### src/rtl/bit_rate_bcd_conv.sv
// Sequential binary-to-BCD converter (shift-add-3), one input bit per clock.
// Produces packed BCD digits and a significant-digit count with a start/busy/done handshake.
module bit_rate_bcd_conv #(
    parameter int unsigned DATA_WIDTH = 32,
    parameter int unsigned DIGITS     = 10
) (
    input  logic                         clk_i,
    input  logic                         s_rst_n_i,
    input  logic                         start_i,
    input  logic [DATA_WIDTH-1:0]        bin_i,
    output logic                         busy_o,
    output logic                         done_o,
    output logic [4*DIGITS-1:0]          bcd_o,
    output logic [$clog2(DIGITS+1)-1:0]  nz_digits_o
);

    localparam int unsigned BCD_W = 4 * DIGITS;
    localparam int unsigned CNT_W = (DATA_WIDTH > 1) ? $clog2(DATA_WIDTH) : 1;
    localparam int unsigned NZ_W  = $clog2(DIGITS + 1);

    // Decimal digits needed for the largest DATA_WIDTH-bit value.
    function automatic int unsigned dec_digits(input int unsigned w);
        logic [127:0] v;
        int unsigned  n;
        v = (128'(1) << w) - 128'(1);
        n = 1;
        while (v >= 128'd10) begin
            v = v / 128'd10;
            n = n + 1;
        end
        return n;
    endfunction

    if (DIGITS < dec_digits(DATA_WIDTH)) begin : g_bad_params
        $error("bit_rate_bcd_conv: DIGITS too small to hold 2**DATA_WIDTH-1");
    end

    typedef enum logic {
        ST_IDLE = 1'b0,
        ST_CONV = 1'b1
    } state_t;

    state_t                  r_state;
    logic [DATA_WIDTH-1:0]   r_shreg;
    logic [BCD_W-1:0]        r_scratch;
    logic [CNT_W-1:0]        r_cnt;
    logic                    r_busy;
    logic                    r_done;
    logic [BCD_W-1:0]        r_bcd;
    logic [NZ_W-1:0]         r_nz;

    logic [BCD_W-1:0]        w_adj;
    logic [BCD_W-1:0]        w_scratch_nxt;
    logic [DATA_WIDTH-1:0]   w_shreg_nxt;
    logic [NZ_W-1:0]         w_nz;

    // Add-3 on each digit >= 5, then shift the next binary bit into the scratch.
    always_comb begin
        w_adj = r_scratch;
        for (int unsigned i = 0; i < DIGITS; i++) begin
            if (r_scratch[4*i +: 4] >= 4'd5) begin
                w_adj[4*i +: 4] = r_scratch[4*i +: 4] + 4'd3;
            end
        end
        w_scratch_nxt = {w_adj[BCD_W-2:0], r_shreg[DATA_WIDTH-1]};
        w_shreg_nxt   = {r_shreg[DATA_WIDTH-2:0], 1'b0};
    end

    // Highest nonzero digit index + 1 of the final result; 1 when the value is zero.
    always_comb begin
        w_nz = NZ_W'(1);
        for (int unsigned i = 0; i < DIGITS; i++) begin
            if (w_scratch_nxt[4*i +: 4] != 4'd0) begin
                w_nz = NZ_W'(i + 1);
            end
        end
    end

    always_ff @(posedge clk_i) begin
        if (!s_rst_n_i) begin
            r_state   <= ST_IDLE;
            r_shreg   <= '0;
            r_scratch <= '0;
            r_cnt     <= '0;
            r_busy    <= 1'b0;
            r_done    <= 1'b0;
            r_bcd     <= '0;
            r_nz      <= NZ_W'(1);
        end else begin
            r_done <= 1'b0;
            case (r_state)
                ST_IDLE: begin
                    if (start_i) begin
                        r_shreg   <= bin_i;
                        r_scratch <= '0;
                        r_cnt     <= '0;
                        r_busy    <= 1'b1;
                        r_state   <= ST_CONV;
                    end
                end
                ST_CONV: begin
                    r_scratch <= w_scratch_nxt;
                    r_shreg   <= w_shreg_nxt;
                    r_cnt     <= r_cnt + CNT_W'(1);
                    // Final shift: publish the completed result only now.
                    if (r_cnt == CNT_W'(DATA_WIDTH - 1)) begin
                        r_bcd   <= w_scratch_nxt;
                        r_nz    <= w_nz;
                        r_done  <= 1'b1;
                        r_busy  <= 1'b0;
                        r_state <= ST_IDLE;
                    end
                end
                default: begin
                    r_state <= ST_IDLE;
                    r_busy  <= 1'b0;
                end
            endcase
        end
    end

    assign busy_o      = r_busy;
    assign done_o      = r_done;
    assign bcd_o       = r_bcd;
    assign nz_digits_o = r_nz;

endmodule

### config.mk
export PLATFORM = sky130hd
export DESIGN_NAME = bit_rate_bcd_conv
export DESIGN_NICKNAME = d
export VERILOG_FILES = /design/src/rtl/bit_rate_bcd_conv.sv
export SDC_FILE = /design/constraint.sdc
export NUM_CORES = 1
export LEC_CHECK = 0
export CORE_MARGIN = 2
export CORE_UTILIZATION = 60
export CTS_CLUSTER_DIAMETER = 60
export DETAILED_ROUTE_END_ITERATION = 10
export GPL_ROUTABILITY_DRIVEN = 0
export PLACE_DENSITY = 0.86
export SLEW_MARGIN = 15
export SYNTH_ARGS = -nofsm -noshare
export SYNTH_HDL_FRONTEND = slang
export SYNTH_SLANG_ARGS = --single-unit
### constraint.sdc
create_clock -name clk_i -period 3.35 [get_ports clk_i]
set_input_delay 0.335 -clock clk_i [delete_from_list [all_inputs] [get_ports clk_i]]
set_output_delay 0.335 -clock clk_i [all_outputs]
set_load 0.05 [all_outputs]
## Word level (Yosys, flattened, before mapping)

Cells that the tools add are included.

| word-level totals | value |
|---|---|
| word-level logic and storage cells | 77 |
| output and inout bits | 46 |
| input port bits | 35 |
| bits in registers | 124 |

| cells by class | value |
|---|---|
| $add $sub $neg | 11 |
| muxes and demuxes | 32 |
| order comparisons | 10 |
| reduce and logical (&&, ||, !) cells | 12 |
| equal/unequal tests | 3 |
| bitwise operators | 1 |

Operator list:

| operator | count |
|---|---|
| 40-bit case mux with 2 select lines | 1 |
| 4-bit two-way mux | 17 |
| 32-bit case mux with 2 select lines | 1 |
| 4-bit by 3-bit >= comparator with 1-bit output (second input constant) | 10 |
| 40-bit two-way mux | 1 |
| 4-bit by 2-bit adder with 4-bit output (second input constant) | 9 |
| 4-bit nonzero test | 9 |
| 32-bit two-way mux | 1 |
| 5-bit case mux with 2 select lines | 1 |
| 2-bit AND reduction | 3 |
| 5-bit by 1-bit adder with 5-bit output (second input constant) | 1 |
| 5-bit equality test (second input constant) | 1 |
| 1-bit two-way mux | 5 |
| 5-bit two-way mux | 1 |
| 1-bit case mux with 2 select lines | 2 |
| 3-bit by 2-bit adder with 3-bit output (second input constant) | 1 |
| 3-bit two-way mux | 1 |
| 2-bit two-way mux | 1 |
| 2-bit by 1-bit != test with 1-bit output (second input constant) | 1 |
| 2-bit != test (second input constant) | 1 |
| 1-bit inverter | 1 |

## Longest topological paths before layout

Gate-level depths: netlist (run 1).

| depth | value |
|---|---|
| depth after elaboration | 12 |
| gate-level depth with buffers | 9 |
| depth with buffers taken out | 9 |

## Worst setup path before layout (run 1)

No wires, ideal clock.

| timing path | value |
|---|---|
| path kind | register to register |
| from | register r_cnt[0] |
| to | register r_nz[2], in the netlist nz_digits_o[2] |
| clock period less this slack | 2.142 ns |
| path buffers | 1 |
| cell stages (with the launch flop) | 10 |
| data arrival time | 2.076 ns |
| required time | 3.284 ns |
| slack | 1.208 ns |
| library setup time | 0.066 ns |
| path through | dfxtp_1 -> ha_1 -> and3_1 -> ha_1 -> and2_1 -> clkbuf_1 -> nand3_1 -> or3_1 -> a311o_1 -> a21boi_2 |

| on the way | value |
|---|---|
| word-level cells in the longest chain between the ends | 2 |

Ends and longest elaborated chain:

| item | line | text |
|---|---|---|
| start, declared | 46 | `logic [CNT_W-1:0] r_cnt;` |
| start signal, assigned | 104 | `r_cnt <= r_cnt + CNT_W'(1);` |
| 5-bit equality test | 106 | `if (r_cnt == CNT_W'(DATA_WIDTH - 1)) begin` |
| 2-bit AND reduction (no source line) | -- |  |
| end signal, assigned | 108 | `r_nz <= w_nz;` |
| end, declared | 50 | `logic [NZ_W-1:0] r_nz;` |

Every way passes these cells.
A chain may end at the register's enable or synchronous reset.

## Worst setup path in the final report (run 1)

Ends and elaborated chain as after synthesis.

==> summary.md, run 1 <==
| Metric | Value |
|---|---|
| Starting Density | `62.1%` |
| P_leak | `3.14 nW` |
| Top Ports | `81` |
| Fmax | `395 MHz` |
| Outcome | `finished, final reports clean` |
| Clock sink total | `124` |
| Die area | `11000 um2` |
| Via density | `5.72` |
| TritonCTS clock tree | `built` |
| Worst reg2reg path startpoint | `r_cnt[0]$_SDFFE_PN0P_` |
| Design area | `7570 um2` |
| Ys Warns | `0` |
| Largest area contributor in the netlist | `dfxtp_1` |
| Worst reg2reg setup slack | `0.82 ns` |
| Setup ws final | `0.819 ns` |
| Gr ovfl total | `0` |
| Number of flops mapped to enable cells by yosys | `0` |
| Critical path type | `register to register` |
| Port bufs | `80` |
| CP arrival | `2.98 ns` |
| Maximum vdd drop | `0.317 mV` |
| 1st-pass router iterations | `5` |
| Total Power | `3.56 mW` |
| Worst EP required | `3.80 ns` |
| Area Overhead vs Synth | `23.5%` |
| Clk_skew | `0.00610 ns` |
| Cts bufs inserted | `17` |
| Slew @ Worst Pin | `1.10 ns` |
| Pwr dens | `470 nW/um2` |
| Syn avg cell area | `8.47 um2` |
| Post-Syn Instances | `723` |
| Vias in the first global route | `5241` |
| Placeable Area | `9860 um2` |
| Hold slack | `0.333 ns` |
| R2r endpoint | `nz_digits_o[2]$_SDFFE_PN0P_` |
| Type of origin of the critical path | `register` |
| Register area | `2490 um2` |
| Total GRT Usage | `27.1%` |
| Final ANT Viol Nets | `0` |
| Footprint of the multi-input gates | `3390 um2` |
| Setup crit end kind | `register` |
| Initial antenna violation count | `0` |
| Routed vias | `5312` |
| Post-synth ARST share | `0%` |
| Share of cells above drive strength 1 | `6.04%` |
| Yosys top cell area share | `40.5%` |
| Hold Path End | `bcd_o[2]$_SDFFE_PN0P_` |
| Site row count | `36` |
| Area of the mapped netlist | `6130 um2` |
| Initial DRC Count | `347` |
| Clock slew at reported path FFs | `0.06 ns` |
| Worst hold stages | `3` |
| Slew HR | `26.2%` |
| Max-cap violation count | `0` |
| Most area-consuming cells after synthesis | `dfxtp_1 41%, mux2i_1 6.7%, nand2_1 6.1%` |
| Post-layout util | `76.7%` |
| Post-synth top flop | `dfxtp_1` |
| Fillcell total | `651` |
| RSZ-0062 raised after global routing | `no` |
| Final Slew Violations | `0` |
| R2r worst-path depth | `8` |
| Post-Syn Nets | `780` |
| Final Hold Vio Count | `0` |
| DR WL/cell | `15.6 um` |
| Setup Fix Bufs, Post-CTS | `0` |
| Die Ht | `105 um` |
| Seq/Total Area, Yosys | `40.5%` |
| Placed cells | `896` |
| ANT cells | `0` |
| Flops & latches, synth | `124` |
| Largest net degree at the start of global routing | `125` |
| Area post-placement | `6970 um2` |
| Drt total wl | `14500 um` |
| H-tree depth | `4` |
| Finished Layout Cells | `928` |
| Final #Nets | `839` |
| Hold_buf cts | `0` |
| Hold Startpoint | `s_rst_n_i` |
| Netlist cell types | `43` |
| Clock root buffer | `clkbuf_8` |
| Placement Setup Slack | `0.896 ns` |
| Post-CTS resize count | `0` |
| Clock latency on the worst-skew pair | `0.52 ns` |
| Remaining DRCs | `0` |
| First-pass GRT wire length | `24500 um` |
| Post-route setup TNS | `0 ns` |
| Detailed placer's ending HPWL | `9430 um` |
| Critical Path Fanout Max | `24` |
| Max Root-Sink Buffers | `2` |
| # setup viols final | `0` |
| Hold Path Class | `primary input to register` |
| Post-route clock period utilization | `75.5%` |
| DIE WIDTH | `105 um` |
| Tmin final | `2.53 ns` |
where the power goes:
group          leakage (nW)  internal, mW  switching (mW)  total, mW
Clock                 0.296          1.21           0.617       1.83
Sequential             1.00          1.50          0.0270       1.53
Combinational          1.84        0.0997           0.101      0.201
metal layers:
| layer | track usage [%] | vias to the layer above | routed length (um) |
|---|---|---|---|
| li1 | - | 2594 | - |
| met1 | 33.2 | 2503 | 6080 |
| met2 | 46.5 | 177 | 7250 |
| met3 | 5.61 | 38 | 854 |
| met4 | 10.7 | 0 | 318 |
| met5 | 0 | - | 0 |
how the worst max path moves through the flow:
stage | start | endpoint | slack [ns]
CTS | r_cnt[0]$_SDFFE_PN0P_ | nz_digits_o[2]$_SDFFE_PN0P_ | 0.86
finish | r_cnt[0]$_SDFFE_PN0P_ | nz_digits_o[2]$_SDFFE_PN0P_ | 0.82
floorplan | r_cnt[0]$_SDFFE_PN0P_ | nz_digits_o[2]$_SDFFE_PN0P_ | 1.21
detailed placement | r_cnt[0]$_SDFFE_PN0P_ | nz_digits_o[2]$_SDFFE_PN0P_ | 0.90
global placement | r_cnt[0]$_SDFFE_PN0P_ | nz_digits_o[2]$_SDFFE_PN0P_ | 1.03
global route | r_cnt[0]$_SDFFE_PN0P_ | nz_digits_o[2]$_SDFFE_PN0P_ | 0.70
cell type report:
class	count	area share, %
multi-input combinational	532	44.8
sequential	124	32.9
clock buffer	25	6.40
inverter	21	1.04
tap	133	2.20
clock inverter	7	1.46
timing repair buffer	86	11.2
registers in the layout, summed over array words and instances (netlist names):
name         count
busy_o           1
r_scratch       40
r_shreg         32
r_state          1
r_cnt            5
done_o           1
bcd_o           40
nz_digits_o      4
critical path, stage by stage, from the launching register on:
cell      delay, ns
dfxtp_1        0.39
ha_1           0.23
and3_1         0.18
ha_1           0.18
and2_2         0.46
nand3_1        0.18
or3_1          0.41
a311o_1        0.30
a21boi_2       0.12
cell families (layout without fill, tap and decap cells):
kind of cell / after synthesis / after routing / synth area share, %
adder cells (fa/ha/maj): 22 / 22 / 4.49
AO/OA/AOI/OAI: 171 / 171 / 18.3
XOR/XNOR: 10 / 10 / 1.43
buffers and inverters: 67 / 139 / 4.12
flip-flops: 124 / 124 / 40.5
AND/OR/NAND/NOR: 286 / 286 / 24.0
multiplexers: 43 / 43 / 7.07
cells in the final DEF, fill, tap and decap left out, drive strengths merged, types with 3 or more instances in the layout:
cell type,netlist,final
and3,6,6
a21o,9,9
bufinv,0,3
clkbuf,36,25
a2bb2oi,3,3
buf,10,8
o21a,13,13
and2,41,41
xnor2,10,10
clkdlybuf4s50,0,78
inv,20,20
nand2,99,99
nand4b,3,3
o21ai,50,50
nand3,5,5
clkinv,1,5
a21boi,18,18
nor2b,32,32
nand2b,10,10
nor3,25,25
o211a,18,18
nor3b,24,24
nor2,34,34
mux2i,41,41
dfxtp,124,124
a21oi,46,46
a22oi,6,6
ha,22,22
cell usage after synthesis, drive strengths merged (3+ instances only):
master     n
o21a      13
nor2      34
a21o       9
nor2b     32
nand3      5
nor3b     24
and2      41
clkbuf    36
nor3      25
mux2i     41
dfxtp    124
nand2     99
a22oi      6
and3       6
ha        22
o211a     18
a21oi     46
o21ai     50
buf       10
nand4b     3
a21boi    18
inv       20
xnor2     10
nand2b    10
a2bb2oi    3
Power figures use the tool's default switching activity.
==> run 2, diff against run 1 <==
Settings changed: CORE_UTILIZATION 60 to 55, PLACE_DENSITY 0.86 to 0.8.
Clock period 3.35 ns to 2.4 ns, I/O delays scaled along.
==> run 2 against run 1 <==
Sequential share of layout area down 0.30 points. Power is 38% higher. Worst hold slack got worse by 0.15 ns. Critical path type unchanged. Largest cell class unchanged. Largest power group unchanged.
==> summary.md, run 2 (same netlist as run 1, synthesis figures left out) <==
| Metric | Value |
|---|---|
| Outcome | `finished, final reports clean` |
| Site row count | `38` |
| Detailed placer's ending HPWL | `9540 um` |
| ANT cells | `0` |
| Commonest non-fill, non-tap cell in the layout | `dfxtp_1` |
| TritonCTS clock tree | `built` |
| Max-cap violation count | `0` |
| Critical path type | `register to register` |
| DR WL/cell | `15.0 um` |
| Die area | `12000 um2` |
| Vias in the first global route | `5097` |
| Largest net degree at the start of global routing | `59` |
| Total Power | `4.89 mW` |
| Clock root buffer | `clkbuf_8` |
| Die Ht | `110 um` |
| Routed vias | `5197` |
| Clk_skew | `0.00725 ns` |
| R2r worst-path depth | `9` |
| P_leak | `3.18 nW` |
| Cts bufs inserted | `17` |
| Tmin final | `2.29 ns` |
| Remaining DRCs | `0` |
| Most frequent cells in the layout | `123 x dfxtp_1, 99 x nand2_1, 78 x clkdlybuf4s50_1` |
| Final #Nets | `851` |
| Worst reg2reg path startpoint | `r_scratch[17]$_SDFFE_PN0P_` |
| Post-layout util | `70.4%` |
| Fmax | `437 MHz` |
| Worst EP required | `2.87 ns` |
| Clock latency on the worst-skew pair | `0.53 ns` |
| Final ANT Viol Nets | `0` |
| Area Overhead vs Synth | `24.6%` |
| H-tree depth | `4` |
| Max Root-Sink Buffers | `2` |
| Starting Density | `56.5%` |
| Via density | `5.49` |
| Clock sink total | `124` |
| Critical Path Fanout Max | `4` |
| Final Slew Violations | `0` |
| Setup crit end kind | `register` |
| Fillcell total | `839` |
| Placeable Area | `10800 um2` |
| Post-route clock period utilization | `95.3%` |
| Initial antenna violation count | `0` |
| Total GRT Usage | `25.0%` |
| Clock slew at reported path FFs | `0.06 ns` |
| Worst Setup EP | `nz_digits_o[1]$_SDFFE_PN0P_` |
| Slew @ Worst Pin | `0.542 ns` |
| Crit-path max cell delay | `0.54 ns` |
| Final Hold Vio Count | `0` |
| Setup Fix Bufs, Post-CTS | `0` |
| Hold Path Class | `primary input to register` |
| Top Ports | `81` |
| Crit-path cells | `inv_1, ha_1, nand2b_1, a21oi_2, mux2i_1, nor4_1, o211ai_1, a21oi_1, o221a_2` |
| Worst reg2reg setup slack | `0.11 ns` |
| Type of origin of the critical path | `register` |
| Area post-placement | `7060 um2` |
| Port bufs | `80` |
| R2r endpoint | `nz_digits_o[1]$_SDFFE_PN0P_` |
| Maximum vdd drop | `0.380 mV` |
| Highest-delay cell along the critical path | `nor4_1` |
| CP arrival | `2.76 ns` |
| # setup viols final | `0` |
| Slew HR | `63.5%` |
| Hold slack | `0.182 ns` |
| Design area | `7640 um2` |
| Gr ovfl total | `0` |
| Initial DRC Count | `251` |
| First-pass GRT wire length | `23700 um` |
| 1st-pass router iterations | `5` |
| Pwr dens | `641 nW/um2` |
| Share of cells above drive strength 1 | `8.05%` |
| Drt total wl | `14200 um` |
| DIE WIDTH | `110 um` |
| Critical Path Start | `r_scratch[17]$_SDFFE_PN0P_` |
==> run 2: cell types whose count changed in the layout (fill, tap and decap cells not counted), sizes merged <==
cell / before / now
clkinv: 5 / 7
bufinv: 3 / 2
clkinvlp: 0 / 3
inv: 20 / 23
buf: 8 / 20
clkbuf: 25 / 18
==> run 2: critical path, delay by kind of cell (launching register included) <==
family                   cells  cell delay, ns
multiplexers                 1            0.15
buffers and inverters        1            0.08
flip-flops                   1            0.32
AO/OA/AOI/OAI                4            0.78
AND/OR/NAND/NOR              2            0.71
adder cells (fa/ha/maj)      1            0.18
==> run 2: area by class of cell <==
| class | count | area [um2] | share of cell area, % |
|---|---|---|---|
| Multi-Input combinational cell | 532 | 3400 | 44.5 |
| Timing Repair Buffer | 98 | 926 | 12.1 |
| Inverter | 21 | 78.8 | 1.03 |
| Clock buffer | 18 | 428 | 5.60 |
| Tap cell | 140 | 175 | 2.29 |
| Sequential cell | 124 | 2490 | 32.6 |
| Clock inverter | 14 | 143 | 1.87 |
==> run 2: through the flow <==
stage          setup TNS [ns]  setup WS (ns)  std cells
2_1_floorplan               0          0.258        723
3_3_place_gp                0          0.264        915
3_5_place_dp                0          0.164        915
4_1_cts                     0          0.107        947
5_1_grt              -0.00691       -0.00691        947
6_report                    0          0.112        947
==> run 2: power by group <==
group	switching [mW]	internal [mW]
clock network	0.965	1.50
registers	0.0215	2.10
logic	0.160	0.145
==> run 2: layer usage <==
metal	track usage [%]	wire length, um	up-vias
met5	0	0	-
met2	43.6	6880	126
met3	5.33	689	15
li1	-	-	2627
met1	31.1	6450	2429
met4	7.41	177	0
==> run 2: repair_timing <==
item	in CTS	in global routing
endpoints found under the setup margin	0	3
hold endpoints to repair	0	0
resized for setup	0	2
hold buffers	0	0
==> run 2: worst min-delay path by stage <==
stage                     depth (start not counted)  slack [ns]                startpoint                endpoint
after floorplan                                   2        0.45  r_shreg[31]$_SDFFE_PN0P_   bcd_o[0]$_SDFFE_PN0P_
after global placement                            2        0.45    bcd_o[14]$_SDFFE_PN0P_  bcd_o[14]$_SDFFE_PN0P_
after detailed placement                          2        0.46     bcd_o[0]$_SDFFE_PN0P_   bcd_o[0]$_SDFFE_PN0P_
after CTS                                         3        0.18                 s_rst_n_i      r_state$_SDFF_PN0_
after global routing                              3        0.19                 s_rst_n_i      r_state$_SDFF_PN0_
final                                             3        0.18                 s_rst_n_i      r_state$_SDFF_PN0_
==> run 3, diff against run 2 <==
Settings changed: CORE_MARGIN 2 to unset.
==> run 3 against run 2 <==
Register-to-register slack gained 0.07 ns. Cell count shrank 0.53%. Via count grew 0.29%. Sequential power is essentially flat. Worst hold slack gained 0.0032 ns. Clock power grew 9.7%. Critical path type unchanged. Largest power group unchanged.
==> summary.md, run 3 (same netlist as run 1, synthesis figures left out) <==
| Metric | Value |
|---|---|
| Pwr dens | `668 nW/um2` |
| Cts bufs inserted | `17` |
| Site row count | `38` |
| Die Ht | `108 um` |
| Placed cells | `911` |
| Critical Path Fanout Max | `4` |
| 1st-pass router iterations | `5` |
| Setup crit end kind | `register` |
| Crit-path max cell delay | `0.40 ns` |
| Final #Nets | `847` |
| Via density | `5.53` |
| Clk_skew | `0.00731 ns` |
| Final Hold Vio Count | `0` |
| Final ANT Viol Nets | `0` |
| Remaining DRCs | `0` |
| RSZ-0062 raised after global routing | `no` |
| ANT cells | `0` |
| Detailed placer's ending HPWL | `9180 um` |
| Hold Path Class | `primary input to register` |
| DIE WIDTH | `108 um` |
| Slew @ Worst Pin | `0.582 ns` |
| Clock root buffer | `clkbuf_8` |
| Maximum vdd drop | `0.403 mV` |
| Top Ports | `81` |
| Clock slew at reported path FFs | `0.06 ns` |
| Total GRT Usage | `26.1%` |
| Finished Layout Cells | `942` |
| Post-layout util | `70.8%` |
| DR WL/cell | `15.0 um` |
| Drt total wl | `14100 um` |
| Hold_buf cts | `0` |
| Routed vias | `5212` |
| # setup viols final | `0` |
| Tmin final | `2.21 ns` |
| Share of cells above drive strength 1 | `6.98%` |
| Crit-path cells | `inv_1, ha_1, nand2b_1, nor3b_1, a21oi_1, nand3_1, or3_1, a311o_1, a21boi_2` |
| CP arrival | `2.68 ns` |
| Clock latency on the worst-skew pair | `0.53 ns` |
| Max Root-Sink Buffers | `2` |
| Slew HR | `61.2%` |
| Port bufs | `80` |
| Type of origin of the critical path | `register` |
| Die area | `11600 um2` |
| Critical path type | `register to register` |
| Clock sink total | `124` |
| Max-cap violation count | `0` |
| Highest-delay cell along the critical path | `or3_1` |
| TritonCTS clock tree | `built` |
| Gr ovfl total | `0` |
| H-tree depth | `4` |
| Placeable Area | `10800 um2` |
| Initial DRC Count | `335` |
| Most frequent cells in the layout | `123 x dfxtp_1, 99 x nand2_1, 78 x clkdlybuf4s50_1` |
| Worst EP required | `2.86 ns` |
| Largest net degree at the start of global routing | `83` |
| Outcome | `finished, final reports clean` |
| Initial antenna violation count | `0` |
| Fmax | `452 MHz` |
| Post-route setup TNS | `0 ns` |
| First-pass GRT wire length | `23700 um` |
| Final Slew Violations | `0` |
| Starting Density | `56.5%` |
| Vias in the first global route | `5082` |
| Area Overhead vs Synth | `25.3%` |
| Commonest non-fill, non-tap cell in the layout | `dfxtp_1` |
| Post-route clock period utilization | `92.2%` |
| Hold slack | `0.185 ns` |
| P_leak | `3.20 nW` |
## run 3: stage by stage
step,worst slack (ns),cell area [um2],power [mW]
3_5_place_dp,0.204,7040,2.47
5_1_grt,0.0358,7680,5.29
4_1_cts,0.138,7670,5.16
6_report,0.186,7680,5.13
3_3_place_gp,0.337,7040,2.46
2_1_floorplan,0.258,6130,2.36
## run 3: layout make-up
class | count | area, um2
Multi-Input combinational cell | 532 | 3400
Fill cell | 815 | 3160
Sequential cell | 124 | 2490
Timing Repair Buffer | 94 | 908
Clock buffer | 25 | 495
Tap cell | 140 | 175
Clock inverter | 6 | 130
Inverter | 21 | 78.8
## run 3: timing repair
item,in CTS,in global routing
buffers inserted,0,0
setup endpoints to repair,0,1
gates resized for setup,0,2
## run 3: worst max-delay path, delay by kind of cell, from the launching register on
family          cells  cell delay (ns)
compound gates      3             0.68
buf+inv             1             0.09
flops               1             0.35
fa+ha+maj           1             0.18
simple gates        4             0.86
## run 3: metal layers
metal / wire [um] / share of wire, % / track usage (%) / vias up
met2: 6820 / 48 / 44.3 / 130
met3: 632 / 4.5 / 5.39 / 29
met4: 310 / 2.2 / 12.1 / 0
li1: - / - / - / 2622
met1: 6330 / 45 / 31.6 / 2431
met5: 0 / 0 / 0 / -
## run 3: power breakdown
| group | internal, mW | switching, mW | leakage, nW |
|---|---|---|---|
| sequential | 2.10 | 0.0293 | 1.00 |
| combinational | 0.144 | 0.150 | 1.88 |
| clock | 1.82 | 0.882 | 0.307 |
| total | 4.07 | 1.06 | 3.20 |
## run 3: worst paths after layout
| kind | startpoint | endpoint | slack (ns) | depth (start not counted) |
|---|---|---|---|---|
| setup / recovery | r_scratch[33]$_SDFFE_PN0P_ | nz_digits_o[2]$_SDFFE_PN0P_ | 0.19 | 9 |
| hold / removal | s_rst_n_i | bcd_o[11]$_SDFFE_PN0P_ | 0.19 | 2 |
| setup reg to reg | r_scratch[33]$_SDFFE_PN0P_ | nz_digits_o[2]$_SDFFE_PN0P_ | 0.19 | 9 |
| hold reg to reg | bcd_o[2]$_SDFFE_PN0P_ | bcd_o[2]$_SDFFE_PN0P_ | 0.46 | 2 |
